## src/rtl/imm_gen_pipe.sv

```systemverilog
// Pipelined RV32I/RV64I immediate generator: combinational decode of every immediate
// format, registered behind a valid/ready stage with an optional one-entry skid buffer.
module imm_gen_pipe #(
    parameter int XLEN  = 32,
    parameter int TAG_W = 32,
    parameter int SKID  = 1
) (
    input  logic             clk,
    input  logic             rst,
    input  logic             flush,
    input  logic             in_valid,
    output logic             in_ready,
    input  logic [31:0]      in_instr,
    input  logic [TAG_W-1:0] in_tag,
    output logic             out_valid,
    input  logic             out_ready,
    output logic [XLEN-1:0]  out_imm,
    output logic [2:0]       out_fmt,
    output logic             out_illegal,
    output logic [TAG_W-1:0] out_tag
);

    // Handshake: a transfer happens on a rising edge where valid && ready are both high.
    // The producer holds its payload stable while valid is high and ready is low.

    localparam logic [2:0] FMT_R   = 3'd0;
    localparam logic [2:0] FMT_I   = 3'd1;
    localparam logic [2:0] FMT_S   = 3'd2;
    localparam logic [2:0] FMT_B   = 3'd3;
    localparam logic [2:0] FMT_U   = 3'd4;
    localparam logic [2:0] FMT_J   = 3'd5;
    localparam logic [2:0] FMT_Z   = 3'd6;
    localparam logic [2:0] FMT_ILL = 3'd7;

    logic [XLEN-1:0] imm_i, imm_s, imm_b, imm_u, imm_j;
    logic [XLEN-1:0] shamt5, shamt6, zimm;

    assign imm_i  = XLEN'($signed(in_instr[31:20]));
    assign imm_s  = XLEN'($signed({in_instr[31:25], in_instr[11:7]}));
    assign imm_b  = XLEN'($signed({in_instr[31], in_instr[7], in_instr[30:25],
                                   in_instr[11:8], 1'b0}));
    assign imm_u  = XLEN'($signed({in_instr[31:12], 12'b0}));
    assign imm_j  = XLEN'($signed({in_instr[31], in_instr[19:12], in_instr[20],
                                   in_instr[30:21], 1'b0}));
    assign shamt5 = XLEN'(in_instr[24:20]);
    assign shamt6 = XLEN'(in_instr[25:20]);
    assign zimm   = XLEN'(in_instr[19:15]);

    logic [6:0]      opcode;
    logic [2:0]      funct3;
    logic            is_shift;
    logic [XLEN-1:0] dec_imm;
    logic [2:0]      dec_fmt;
    logic            dec_ill;

    always_comb begin
        opcode   = in_instr[6:0];
        funct3   = in_instr[14:12];
        is_shift = (funct3 == 3'b001) || (funct3 == 3'b101);
        dec_imm  = '0;
        dec_fmt  = FMT_R;
        dec_ill  = 1'b0;
        case (opcode)
            7'b0000011, 7'b1100111: begin
                dec_fmt = FMT_I;
                dec_imm = imm_i;
            end
            7'b0010011: begin
                dec_fmt = FMT_I;
                if (is_shift) dec_imm = (XLEN == 64) ? shamt6 : shamt5;
                else          dec_imm = imm_i;
            end
            7'b0011011: begin
                // Word shifts only ever encode a 5-bit shift amount.
                if (XLEN == 64) begin
                    dec_fmt = FMT_I;
                    dec_imm = is_shift ? shamt5 : imm_i;
                end else begin
                    dec_fmt = FMT_ILL;
                    dec_ill = 1'b1;
                end
            end
            7'b0100011: begin
                dec_fmt = FMT_S;
                dec_imm = imm_s;
            end
            7'b1100011: begin
                dec_fmt = FMT_B;
                dec_imm = imm_b;
            end
            7'b0110111, 7'b0010111: begin
                dec_fmt = FMT_U;
                dec_imm = imm_u;
            end
            7'b1101111: begin
                dec_fmt = FMT_J;
                dec_imm = imm_j;
            end
            7'b1110011: begin
                dec_fmt = funct3[2] ? FMT_Z : FMT_I;
                dec_imm = funct3[2] ? zimm : imm_i;
            end
            7'b0110011, 7'b0001111: begin
                dec_fmt = FMT_R;
            end
            7'b0111011: begin
                if (XLEN != 64) begin
                    dec_fmt = FMT_ILL;
                    dec_ill = 1'b1;
                end
            end
            default: begin
                dec_fmt = FMT_ILL;
                dec_ill = 1'b1;
            end
        endcase
    end

    logic             out_valid_q, out_valid_d;
    logic [XLEN-1:0]  out_imm_q, out_imm_d;
    logic [2:0]       out_fmt_q, out_fmt_d;
    logic             out_ill_q, out_ill_d;
    logic [TAG_W-1:0] out_tag_q, out_tag_d;
    logic             skid_valid_q, skid_valid_d;
    logic [XLEN-1:0]  skid_imm_q, skid_imm_d;
    logic [2:0]       skid_fmt_q, skid_fmt_d;
    logic             skid_ill_q, skid_ill_d;
    logic [TAG_W-1:0] skid_tag_q, skid_tag_d;
    logic             in_ready_q, in_ready_d;
    logic             out_free, in_fire;

    assign out_free = !out_valid_q || out_ready;
    // Ready is forced low while reset is held, whatever the registered value is.
    assign in_ready = !rst && ((SKID != 0) ? in_ready_q : out_free);
    assign in_fire  = in_valid && in_ready;

    always_comb begin
        out_valid_d  = out_valid_q;
        out_imm_d    = out_imm_q;
        out_fmt_d    = out_fmt_q;
        out_ill_d    = out_ill_q;
        out_tag_d    = out_tag_q;
        skid_valid_d = skid_valid_q;
        skid_imm_d   = skid_imm_q;
        skid_fmt_d   = skid_fmt_q;
        skid_ill_d   = skid_ill_q;
        skid_tag_d   = skid_tag_q;
        in_ready_d   = in_ready_q;
        if (flush) begin
            out_valid_d  = 1'b0;
            out_imm_d    = '0;
            out_fmt_d    = FMT_R;
            out_ill_d    = 1'b0;
            skid_valid_d = 1'b0;
            in_ready_d   = 1'b1;
        end else if (SKID != 0) begin
            if (out_free) begin
                // The skid entry is older than anything on the input, so it goes first.
                if (skid_valid_q) begin
                    out_imm_d    = skid_imm_q;
                    out_fmt_d    = skid_fmt_q;
                    out_ill_d    = skid_ill_q;
                    out_tag_d    = skid_tag_q;
                    skid_valid_d = 1'b0;
                end else if (in_fire) begin
                    out_valid_d = 1'b1;
                    out_imm_d   = dec_imm;
                    out_fmt_d   = dec_fmt;
                    out_ill_d   = dec_ill;
                    out_tag_d   = in_tag;
                end else begin
                    out_valid_d = 1'b0;
                end
            end else if (in_fire) begin
                skid_valid_d = 1'b1;
                skid_imm_d   = dec_imm;
                skid_fmt_d   = dec_fmt;
                skid_ill_d   = dec_ill;
                skid_tag_d   = in_tag;
            end
            in_ready_d = !skid_valid_d;
        end else begin
            if (in_fire) begin
                out_valid_d = 1'b1;
                out_imm_d   = dec_imm;
                out_fmt_d   = dec_fmt;
                out_ill_d   = dec_ill;
                out_tag_d   = in_tag;
            end else if (out_free) begin
                out_valid_d = 1'b0;
            end
        end
    end

    always_ff @(posedge clk or posedge rst) begin
        if (rst) begin
            out_valid_q  <= 1'b0;
            out_imm_q    <= '0;
            out_fmt_q    <= FMT_R;
            out_ill_q    <= 1'b0;
            out_tag_q    <= '0;
            skid_valid_q <= 1'b0;
            skid_imm_q   <= '0;
            skid_fmt_q   <= FMT_R;
            skid_ill_q   <= 1'b0;
            skid_tag_q   <= '0;
            in_ready_q   <= 1'b1;
        end else begin
            out_valid_q  <= out_valid_d;
            out_imm_q    <= out_imm_d;
            out_fmt_q    <= out_fmt_d;
            out_ill_q    <= out_ill_d;
            out_tag_q    <= out_tag_d;
            skid_valid_q <= skid_valid_d;
            skid_imm_q   <= skid_imm_d;
            skid_fmt_q   <= skid_fmt_d;
            skid_ill_q   <= skid_ill_d;
            skid_tag_q   <= skid_tag_d;
            in_ready_q   <= in_ready_d;
        end
    end

    assign out_valid   = out_valid_q;
    assign out_imm     = out_imm_q;
    assign out_fmt     = out_fmt_q;
    assign out_illegal = out_ill_q;
    assign out_tag     = out_tag_q;

endmodule

```

## config.mk

```make
export PLATFORM = sky130hd
export DESIGN_NAME = imm_gen_pipe
export DESIGN_NICKNAME = d
export VERILOG_FILES = /design/src/rtl/imm_gen_pipe.sv
export SDC_FILE = /design/constraint.sdc
export NUM_CORES = 1
export LEC_CHECK = 0
export CAP_MARGIN = 20
export CORE_MARGIN = 3
export CORE_UTILIZATION = 45
export CTS_CLUSTER_SIZE = 20
export DETAILED_ROUTE_END_ITERATION = 7
export PLACE_DENSITY = 0.86
export SLEW_MARGIN = 10
export SYNTH_ARGS = -nofsm -noshare
export SYNTH_HDL_FRONTEND = slang
export SYNTH_SLANG_ARGS = --single-unit
```

## constraint.sdc

```tcl
create_clock -name clk -period 4.7 [get_ports clk]
set_input_delay 0.94 -clock clk [delete_from_list [all_inputs] [get_ports clk]]
set_output_delay 0.94 -clock clk [all_outputs]
set_load 0.005 [all_outputs]
```

After elaboration in Yosys (flattened, before gate mapping) --
Cells that the tools add are included.
Storage, ports and cells: output and inout port bits 70, flip-flop bits (word level) 139, bits of input ports 69, logic and storage cells 75
Cells by class: reduce and logical (&&, ||, !) cells 19, muxes and demuxes 29, bitwise logic cells 2, eq/ne operators 14
Operator list (number):
- $mux W32 | 8
- $pmux W32 S7 | 1
- $eq A7 B7 Y1 const B | 4
- $eq A7 B6 Y1 const B | 3
- $pmux W3 S7 | 1
- $mux W3 | 5
- $eq A7 B5 Y1 const B | 2
- $mux W1 | 14
- $reduce_or A11 Y1 | 1
- $eq A7 B2 Y1 const B | 1
- $eq A7 B4 Y1 const B | 1
- $reduce_and A3 Y1 | 2
- $reduce_or A2 Y1 | 3
- $reduce_and A2 Y1 | 2
- $reduce_bool A2 Y1 | 2
- $eq A3 B1 Y1 const B | 1
- $eq A3 B3 Y1 const B | 1
- $logic_not A1 Y1 | 3
- $reduce_bool A3 Y1 | 1
- $reduce_or A3 Y1 | 1
- $logic_and A1 B1 Y1 | 2
- $logic_or A1 B1 Y1 | 2
- $ne A2 B2 Y1 const B | 1
- $not A1 Y1 | 2

Logic depth before layout (Yosys ltp) --
Gate-level depths: netlist of the first run.
word-level depth 8, mapped depth 8, mapped depth without buffers 5

Worst setup path before layout of the first run --
No wires, ideal clock.
kind in2reg, from input port in_instr[5], to register skid_imm_q[20], path buffers 2, data arrival time 2.164 ns, stages 7, required time 4.574 ns, setup slack 2.410 ns, cell sequence and4_1 > clkbuf_1 > a22oi_4 > o211ai_2 > and3_4 > buf_6 > a221o_1
Between the ends: word-level cells in the longest chain between the ends 3, elaborated cells between the ends (all ways) 12, classes of those cells eq/ne: 9; mux: 1; reduce/logical: 2
RTL lines:
- from (decl) | line 13 | input logic [31:0] in_instr,
- $eq A7 B6 Y1 (tied with other cells) | line 63 | case (opcode)
- $reduce_or A2 Y1, on equally long branches
- $pmux W32 S7 (*) | line 63
- to (signal assigned) | line 215 | skid_imm_q <= skid_imm_d;
- to (decl) | line 125 | logic [XLEN-1:0] skid_imm_q, skid_imm_d;
Mark *: on every way between the ends. The rest lies on a longest branch, timed or not. A chain may end at the register's enable or synchronous reset.

Worst setup path after layout of the first run --
from input port rst, to register skid_imm_q[23]
Between the ends: word-level cells in the longest chain between the ends 4
RTL lines:
- from (decl) | line 9 | input logic rst,
- $logic_not A1 Y1 (no line)
- $logic_and A1 B1 Y1 | line 134 | assign in_ready = !rst && ((SKID != 0) ? in_ready_q : out_free);
- $logic_and A1 B1 Y1 | line 135 | assign in_fire = in_valid && in_ready;
- $reduce_and A3 Y1 (no line)
No other way between the ends.

==> results_dict.tcl, run 1 <==
set metrics [dict create \
    outcome "finished clean" \
    synth_most_common_cell "nand2_1" \
    worstPathArrival_ns 3.59 \
    rows 43 \
    synth_top_area_share_pct 53.57 \
    rsz0062_at_grt "no" \
    synthDistinctLibCells 52 \
    drive_above_1_share_pct 7.214 \
    peakVddDrop_mv 0.3122 \
    max_cap_viol_count 0 \
    syn_avg_cell_area_sq_um 9.564 \
    cp_max_fo 34 \
    drc 0 \
    htreeDepth 4 \
    start_util_pct 46.26 \
    relSlewSlack_pct 32.51 \
    insertedDiodeCount 0 \
    routedWlPerCell_um 17.34 \
    via_per_inst 5.660 \
    cts_tree "yes" \
    drt_first_pass_iters 6 \
    post_cts_buffers 0 \
    synth-async-reset-ratio_pct 100.0 \
    synth_area_leaders "dfrtp_1 (54%), nand2_1 (12%), o21ai_0 (5.7%)" \
    dp_cells 952 \
    vias 5569 \
    hold_depth 2 \
    grt_start_max_net_pins 103 \
    clk_latency_ns 0.41 \
    initialDrtViolationCount 478 \
    max_freq_mhz 308.7 \
    finalHoldViolCount 0 \
    ys.flop_type "dfrtp_1" \
    period_needed_ns 3.239 \
    syn_nets 743 \
    ctsResizeCount 0 \
    p_leak_nw 3.746 \
    syn_area_sq_um 6446 \
    r2r-end "out_imm[27]" \
    ctsRootBufferMaster "clkbuf_16" \
    critPathKind "in -> reg" \
    fin_area_sq_um 8507 \
    synth-seq-area-share_pct 53.98 \
    ys_seq_elements 139 \
    required_ns 5.05 \
    overflow 0 \
    track_usage_pct 22.14 \
    synth_commonest_cells "nand2_1 (202), dfrtp_1 (138), o21ai_0 (73)" \
    nets 860 \
    die_h_um 125.7 \
    port_buffers 138 \
    hold_path_end "skid_imm_q[3]" \
    routed_wl_mm 17.06 \
    synth_cells 674 \
    timing.rr.start "in_ready_q" \
    placed_area_sq_um 7913 \
    numCtsBuffers 17 \
    endpoint_kind "register" \
    hp-start "skid_imm_q[3]" \
    setup_viol 0 \
    synth_top_area_cell "dfrtp_1" \
    finalSetupTns_ns 0 \
    antenna_left 0 \
    grt_pass1_wl_mm 28.57 \
    grt_pass1_vias 5533 \
    place.gp.congestion 0.9000 \
    cts_sinks 139 \
    die_w_um 125.7 \
    clk_pin_slew_ns 0.06 \
    fin_worst_skew_ns 0.006441 \
    r2r_slack_ns 2.06 \
    antenna_found_initial 0 \
    startpoint_type "primary input" \
    pin_count 139 \
    fin_cells 984 \
    tightest_slew_ns 1.009 \
    hp-class "reg -> reg" \
    power_mw 3.074 \
    hold_buffers 0 \
    ys_warn_count 0 \
    fin_util_pct 61.05 \
    min_period_over_period_pct 68.92 \
    core_area_sq_um 13930 \
    power.density_nw_per_um2 361.4 \
    dp_hpwl_mm 11.38 \
    slew_viol_final 0 \
    reg2reg_depth 5 \
    cts_max_path_buffers 2 \
    dieArea_sq_um 15800 \
    synthToLayoutAreaGrowth_pct 31.97 \
    synth_edf_count 0 \
]
## layer usage
metal  GRT usage (%)  vias up  wire (um)
met2           33.17      243       7986
met1           30.74     2668       7414
met5               0        -          0
met4           11.73        0        661
met3           4.156       46        998
li1                -     2612          -
## placed cells by master, fill, tap and decap left out, types with 2 or more instances in the layout
master,count
and2b_1,3
a32oi_1,13
clkbuf_8,6
and2_1,2
and3b_1,3
nor2_1,16
nand2_1,202
a31oi_1,2
clkbuf_16,17
nor2b_1,5
a221o_1,12
a22oi_1,27
inv_1,3
a21oi_1,3
a211oi_1,2
clkinv_2,2
buf_4,10
o2bb2ai_1,7
clkinvlp_4,5
o211ai_1,11
nand3_1,22
o22ai_1,12
and4_1,5
dfrtp_1,137
o21ai_0,73
clkdlybuf4s50_1,138
o21ai_1,2
mux2i_1,32
## area by class of cell
cell class | instances | area [sq um]
Timing Repair Buffer | 148 | 1456
Tap cell | 180 | 225.2
Inverter | 5 | 23.77
Clock inverter | 9 | 86.33
Multi-Input combinational cell | 480 | 2726
Sequential cell | 139 | 3481
Fill cell | 1153 | 5428
Clock buffer | 23 | 508.0
## registers in the layout (all words and copies together), names as in the netlist
name          flops
out_valid         1
skid_tag_q       32
in_ready_q        1
out_illegal       1
skid_ill_q        1
skid_imm_q       32
out_fmt           3
out_imm          32
skid_fmt_q        3
skid_valid_q      1
out_tag          32
## worst max-delay path by stage
stage / startpoint / endpoint / slack (ns)
3_3_place_gp: rst / skid_imm_q[29] / 1.14
4_1_cts: rst / skid_imm_q[22] / 1.49
6_report: rst / skid_imm_q[23] / 1.46
3_5_place_dp: rst / out_imm[28] / 1.06
2_1_floorplan: rst / out_fmt[0] / 0.04
5_1_grt: rst / skid_imm_q[26] / 1.34
## metrics by stage
step | setup WS, ns | hold WS (ns)
2_1_floorplan | 0.03714 | 0.4334
3_3_place_gp | 1.141 | 0.4474
3_5_place_dp | 1.062 | 0.4503
4_1_cts | 1.489 | 0.4634
5_1_grt | 1.341 | 0.4944
6_report | 1.461 | 0.4646
## cells by family after synthesis
kind of cell,synth area share (%)
AOI/OAI and AO/OA,18.26
xor gates and xnor gates,0.1359
buffers and inverters,3.843
DFF,53.98
muxes,5.144
and+or+nand+nor,18.63
## worst max-delay path, stage by stage
cell             delay, ns
clkdlybuf4s50_1       0.51
nand3b_1              0.30
or3_2                 0.82
nor3_2                0.72
a221o_1               0.27
## report_power, final
| group | leakage (nW) | internal (mW) | switching, mW | total [mW] |
|---|---|---|---|---|
| logic | 1.61 | 0.209 | 0.184 | 0.393 |
| clock network | 0.279 | 0.811 | 0.500 | 1.31 |
| registers | 1.86 | 1.31 | 0.0629 | 1.37 |
No activity file was read; power rests on OpenSTA's default activity.
==> run 2: changes to the inputs <==
Clock period 4.7 ns to 2.78 ns, I/O delays scaled along.
==> results_dict.tcl, run 2 (synthesized netlist as in run 1, its figures left out) <==
set metrics [dict create \
    final_common_cell "nand2_1" \
    drc 0 \
    placed_area_sq_um 8084 \
    setup_viol 0 \
    cts_tree "yes" \
    power.density_nw_per_um2 604.9 \
    core_area_sq_um 13930 \
    endpoint_kind "output port" \
    pin_count 139 \
    cpMostUsedCell "clkdlybuf4s50_1" \
    drt_first_pass_iters 5 \
    max_cap_viol_count 0 \
    worstPathCellList "clkdlybuf4s50_1 > nor2b_1 > clkdlybuf4s50_1" \
    die_w_um 125.7 \
    layout_common_cells "nand2_1 (202), clkdlybuf4s50_1 (138), dfrtp_1 (137)" \
    rows 43 \
    fin_worst_skew_ns 0.005930 \
    dp_cells 970 \
    htreeDepth 4 \
    outcome "finished clean" \
    dieArea_sq_um 15800 \
    antenna_left 0 \
    routedWlPerCell_um 17.23 \
    finalSetupTns_ns 0 \
    fin_util_pct 62.29 \
    power_mw 5.251 \
    via_per_inst 5.618 \
    fin_cells 1002 \
    reg2reg_depth 4 \
    ctsRootBufferMaster "clkbuf_16" \
    grt_pass1_wl_mm 28.85 \
    clk_latency_ns 0.42 \
    clk_pin_slew_ns 0.06 \
    vias 5629 \
    r2r-end "skid_imm_q[29]" \
    antenna_found_initial 0 \
    timing.rr.start "in_ready_q" \
    start_util_pct 46.26 \
    critPathKind "in -> out" \
    ctsResizeCount 0 \
    die_h_um 125.7 \
    finalHoldViolCount 0 \
    overflow 0 \
    critPathMaxStageDelay_ns 0.51 \
    peakVddDrop_mv 0.4031 \
    nets 878 \
    synthToLayoutAreaGrowth_pct 34.65 \
    r2r_slack_ns 0.78 \
    routed_wl_mm 17.26 \
    hp-class "reg -> reg" \
    dp_hpwl_mm 11.90 \
    numCtsBuffers 17 \
    cp-endpoint "in_ready" \
    cts_max_path_buffers 2 \
    worst_path_max_delay_cell "clkdlybuf4s50_1" \
    tightest_slew_ns 0.6229 \
    min_period_over_period_pct 80.61 \
    grt_pass1_vias 5701 \
    period_needed_ns 2.241 \
    port_buffers 138 \
    layout_setup_ws_ns 0.5390 \
    post_cts_buffers 0 \
    cp_max_fo 4 \
    cp-startpoint "rst" \
    required_ns 2.22 \
    max_freq_mhz 446.2 \
    slew_viol_final 0 \
    insertedDiodeCount 0 \
    hold_buffers 0 \
    fin_hold_ws_ns 0.4686 \
    p_leak_nw 3.855 \
    cts_sinks 139 \
    startpoint_type "primary input" \
    fin_area_sq_um 8680 \
    place_ws_ns 0.1572 \
    track_usage_pct 22.49 \
    drive_above_1_share_pct 9.246 \
    relSlewSlack_pct 58.47 \
    worstPathArrival_ns 1.68 \
    rsz0062_at_grt "no" \
    initialDrtViolationCount 613 \
    place.gp.congestion 0.9141 \
    grt_start_max_net_pins 81 \
]
==> run 2: cell types whose count changed in the layout (fill, tap and decap cells not counted) <==
cell        before  now
clkinv_4         1    5
buf_4           10   25
clkbuf_8         6    2
clkinv_2         2    3
buf_12           0    3
bufinv_16        1    2
clkinvlp_4       5    3
==> run 2: critical path: cells and delay by family <==
kind,cells,cell delay (ns)
and+or+nand+nor,1,0.14
buffers and inverters,2,0.99
==> run 2: worst min-delay path by stage <==
| stage | from | to | slack (ns) | depth (start not counted) |
|---|---|---|---|---|
| finish | skid_imm_q[4] | skid_imm_q[4] | 0.47 | 2 |
| global route | skid_tag_q[19] | skid_tag_q[19] | 0.50 | 2 |
| CTS | skid_imm_q[4] | skid_imm_q[4] | 0.47 | 2 |
| detailed placement | skid_imm_q[4] | skid_imm_q[4] | 0.46 | 2 |
| global placement | skid_imm_q[3] | skid_imm_q[3] | 0.44 | 2 |
| floorplan | skid_imm_q[1] | skid_imm_q[1] | 0.43 | 2 |
==> run 2: where the power goes <==
group	switching [mW]	leakage [nW]	internal, mW	total [mW]
sequential	0.106	1.86	2.21	2.32
clock	0.877	0.289	1.37	2.25
combinational	0.316	1.71	0.370	0.686
==> run 2: final cells by class <==
cell class | instances | area [sq um]
fill | 1126 | 5255
sequential | 139 | 3481
multi-input combinational | 480 | 2726
timing repair buffer | 166 | 1629
clock buffer | 19 | 452.9
tap | 180 | 225.2
clock inverter | 13 | 142.6
inverter | 5 | 22.52
==> run 2: per-layer routing <==
metal | vias to the layer above | share of wire [%] | global-route usage [%]
li1 | 2661 | - | -
met1 | 2704 | 43 | 30.16
met2 | 221 | 47 | 35.46
met3 | 43 | 6.2 | 4.623
met4 | 0 | 3.8 | 10.27
met5 | - | 0 | 0
==> run 3: changes to the inputs <==
Clock period 2.78 ns to 2.05 ns, I/O delays scaled along.
==> results_dict.tcl, run 3 (synthesized netlist as in run 1, its figures left out) <==
set metrics [dict create \
    vias 5761 \
    min_period_over_period_pct 92.89 \
    via_per_inst 5.604 \
    grt_pass1_wl_mm 29.33 \
    rows 43 \
    nets 905 \
    power_mw 7.066 \
    relSlewSlack_pct 41.92 \
    antenna_found_initial 0 \
    use_met1_pct 30.89 \
    die_w_um 125.7 \
    p_leak_nw 4.006 \
    final_common_cell "nand2_1" \
    slew_viol_final 0 \
    outcome "finished clean" \
    layout_setup_ws_ns 0.1458 \
    hp-class "reg -> reg" \
    nFillCells 1113 \
    place.gp.congestion 0.9596 \
    antenna_left 0 \
    cts_tree "yes" \
    die_h_um 125.7 \
    fin_worst_skew_ns 0.008513 \
    initialDrtViolationCount 646 \
    overflow 0 \
    startpoint_type "register" \
    insertedDiodeCount 0 \
    place_ws_ns -0.2771 \
    grt_start_max_net_pins 79 \
    htreeDepth 4 \
    rsz0062_at_grt "no" \
    track_usage_pct 22.82 \
    drc 0 \
    seq_area_sq_um 3481 \
    clk_pin_slew_ns 0.06 \
    core_area_sq_um 13930 \
    grt_pass1_vias 5652 \
    numCtsBuffers 17 \
    port_buffers 138 \
    endpoint_kind "register" \
    peakVddDrop_mv 0.4467 \
    dp_cells 997 \
    fin_cells 1028 \
    cts_sinks 139 \
    gr-usage-met2_pct 36.28 \
    pin_count 139 \
    max_cap_viol_count 0 \
    layout_common_cells "nand2_1 (202), clkdlybuf4s50_1 (137), dfrtp_1 (137)" \
    start_util_pct 46.26 \
    finalSetupTns_ns 0 \
    drive_above_1_share_pct 11.91 \
    max_freq_mhz 525.1 \
    synthToLayoutAreaGrowth_pct 38.43 \
    clk_latency_ns 0.42 \
    multiInputGateArea_sq_um 2730 \
    grt-busiest-layer "met2" \
    worstPathArrival_ns 2.21 \
    routedWlPerCell_um 17.13 \
    ctsRootBufferMaster "clkbuf_16" \
    cts_max_path_buffers 2 \
    tightest_slew_ns 0.8680 \
    power.density_nw_per_um2 791.8 \
    dp_hpwl_mm 12.29 \
    cp_max_fo 20 \
    routed_wl_mm 17.61 \
    finalHoldViolCount 0 \
    required_ns 2.35 \
    period_needed_ns 1.904 \
    drt_first_pass_iters 5 \
    dieArea_sq_um 15800 \
    setup_viol 0 \
    critPathKind "reg -> reg" \
    use_met3_pct 4.580 \
    post_cts_buffers 0 \
]
## run 3: cell types whose count changed in the layout (fill, tap and decap cells not counted), sizes merged
cell           change
buf               +27
clkinv             -2
clkbuf             +1
clkdlybuf4s50      -1
dlymetal6s2s       +1
## run 3: final cells by class
| type | count | share of cell area (%) |
|---|---|---|
| flip-flops and latches | 139 | 39.01 |
| multi-input cells | 480 | 30.59 |
| repair buffers | 193 | 21.26 |
| clock buffers | 20 | 5.006 |
| well taps | 180 | 2.524 |
| clock inverters | 11 | 1.360 |
| inverters | 5 | 0.2524 |
## run 3: layer usage
metal  share of wire [%]  vias to the layer above
met5                   0                        -
met1                  43                     2770
li1                    -                     2709
met3                 6.2                       35
met2                  48                      247
met4                 2.9                        0
## run 3: critical path, stage by stage (launching register included)
cell and delay (ns):
dfstp_2 0.53, nand3b_1 0.10, or3_2 0.58, buf_12 0.21
a221o_1 0.35
## run 3: final timing paths
check | start | end | slack (ns) | depth (start not counted)
setup / recovery | in_ready_q | skid_imm_q[23] | 0.15 | 4
hold / removal | skid_imm_q[3] | skid_imm_q[3] | 0.46 | 2
setup reg to reg | in_ready_q | skid_imm_q[23] | 0.15 | 4
hold reg to reg | skid_imm_q[3] | skid_imm_q[3] | 0.46 | 2
max in group asynchronous | rst | out_tag[3] | 1.12 | 4
min in group asynchronous | rst | skid_valid_q | 0.56 | 4
## run 3: through the flow
step | area [sq um] | util [%] | hold WS (ns)
2_1_floorplan | 6450 | - | 0.4334
3_3_place_gp | 8349 | 59.92 | 0.4438
3_5_place_dp | 8349 | 59.92 | 0.4502
4_1_cts | 8917 | 63.99 | 0.4631
5_1_grt | 8924 | 64.04 | 0.4879
6_report | 8924 | 64.04 | 0.4619
## run 3: what timing repair did
item | CTS | global route
gates resized for setup | 0 | 2
setup endpoints to repair | 0 | 12
hold buffers | 0 | 0
## run 3: where the power goes
| part | switching [mW] | total, mW | internal, mW |
|---|---|---|---|
| combinational | 0.437 | 0.969 | 0.532 |
| sequential | 0.140 | 3.14 | 3.00 |
| clock | 1.15 | 2.96 | 1.81 |
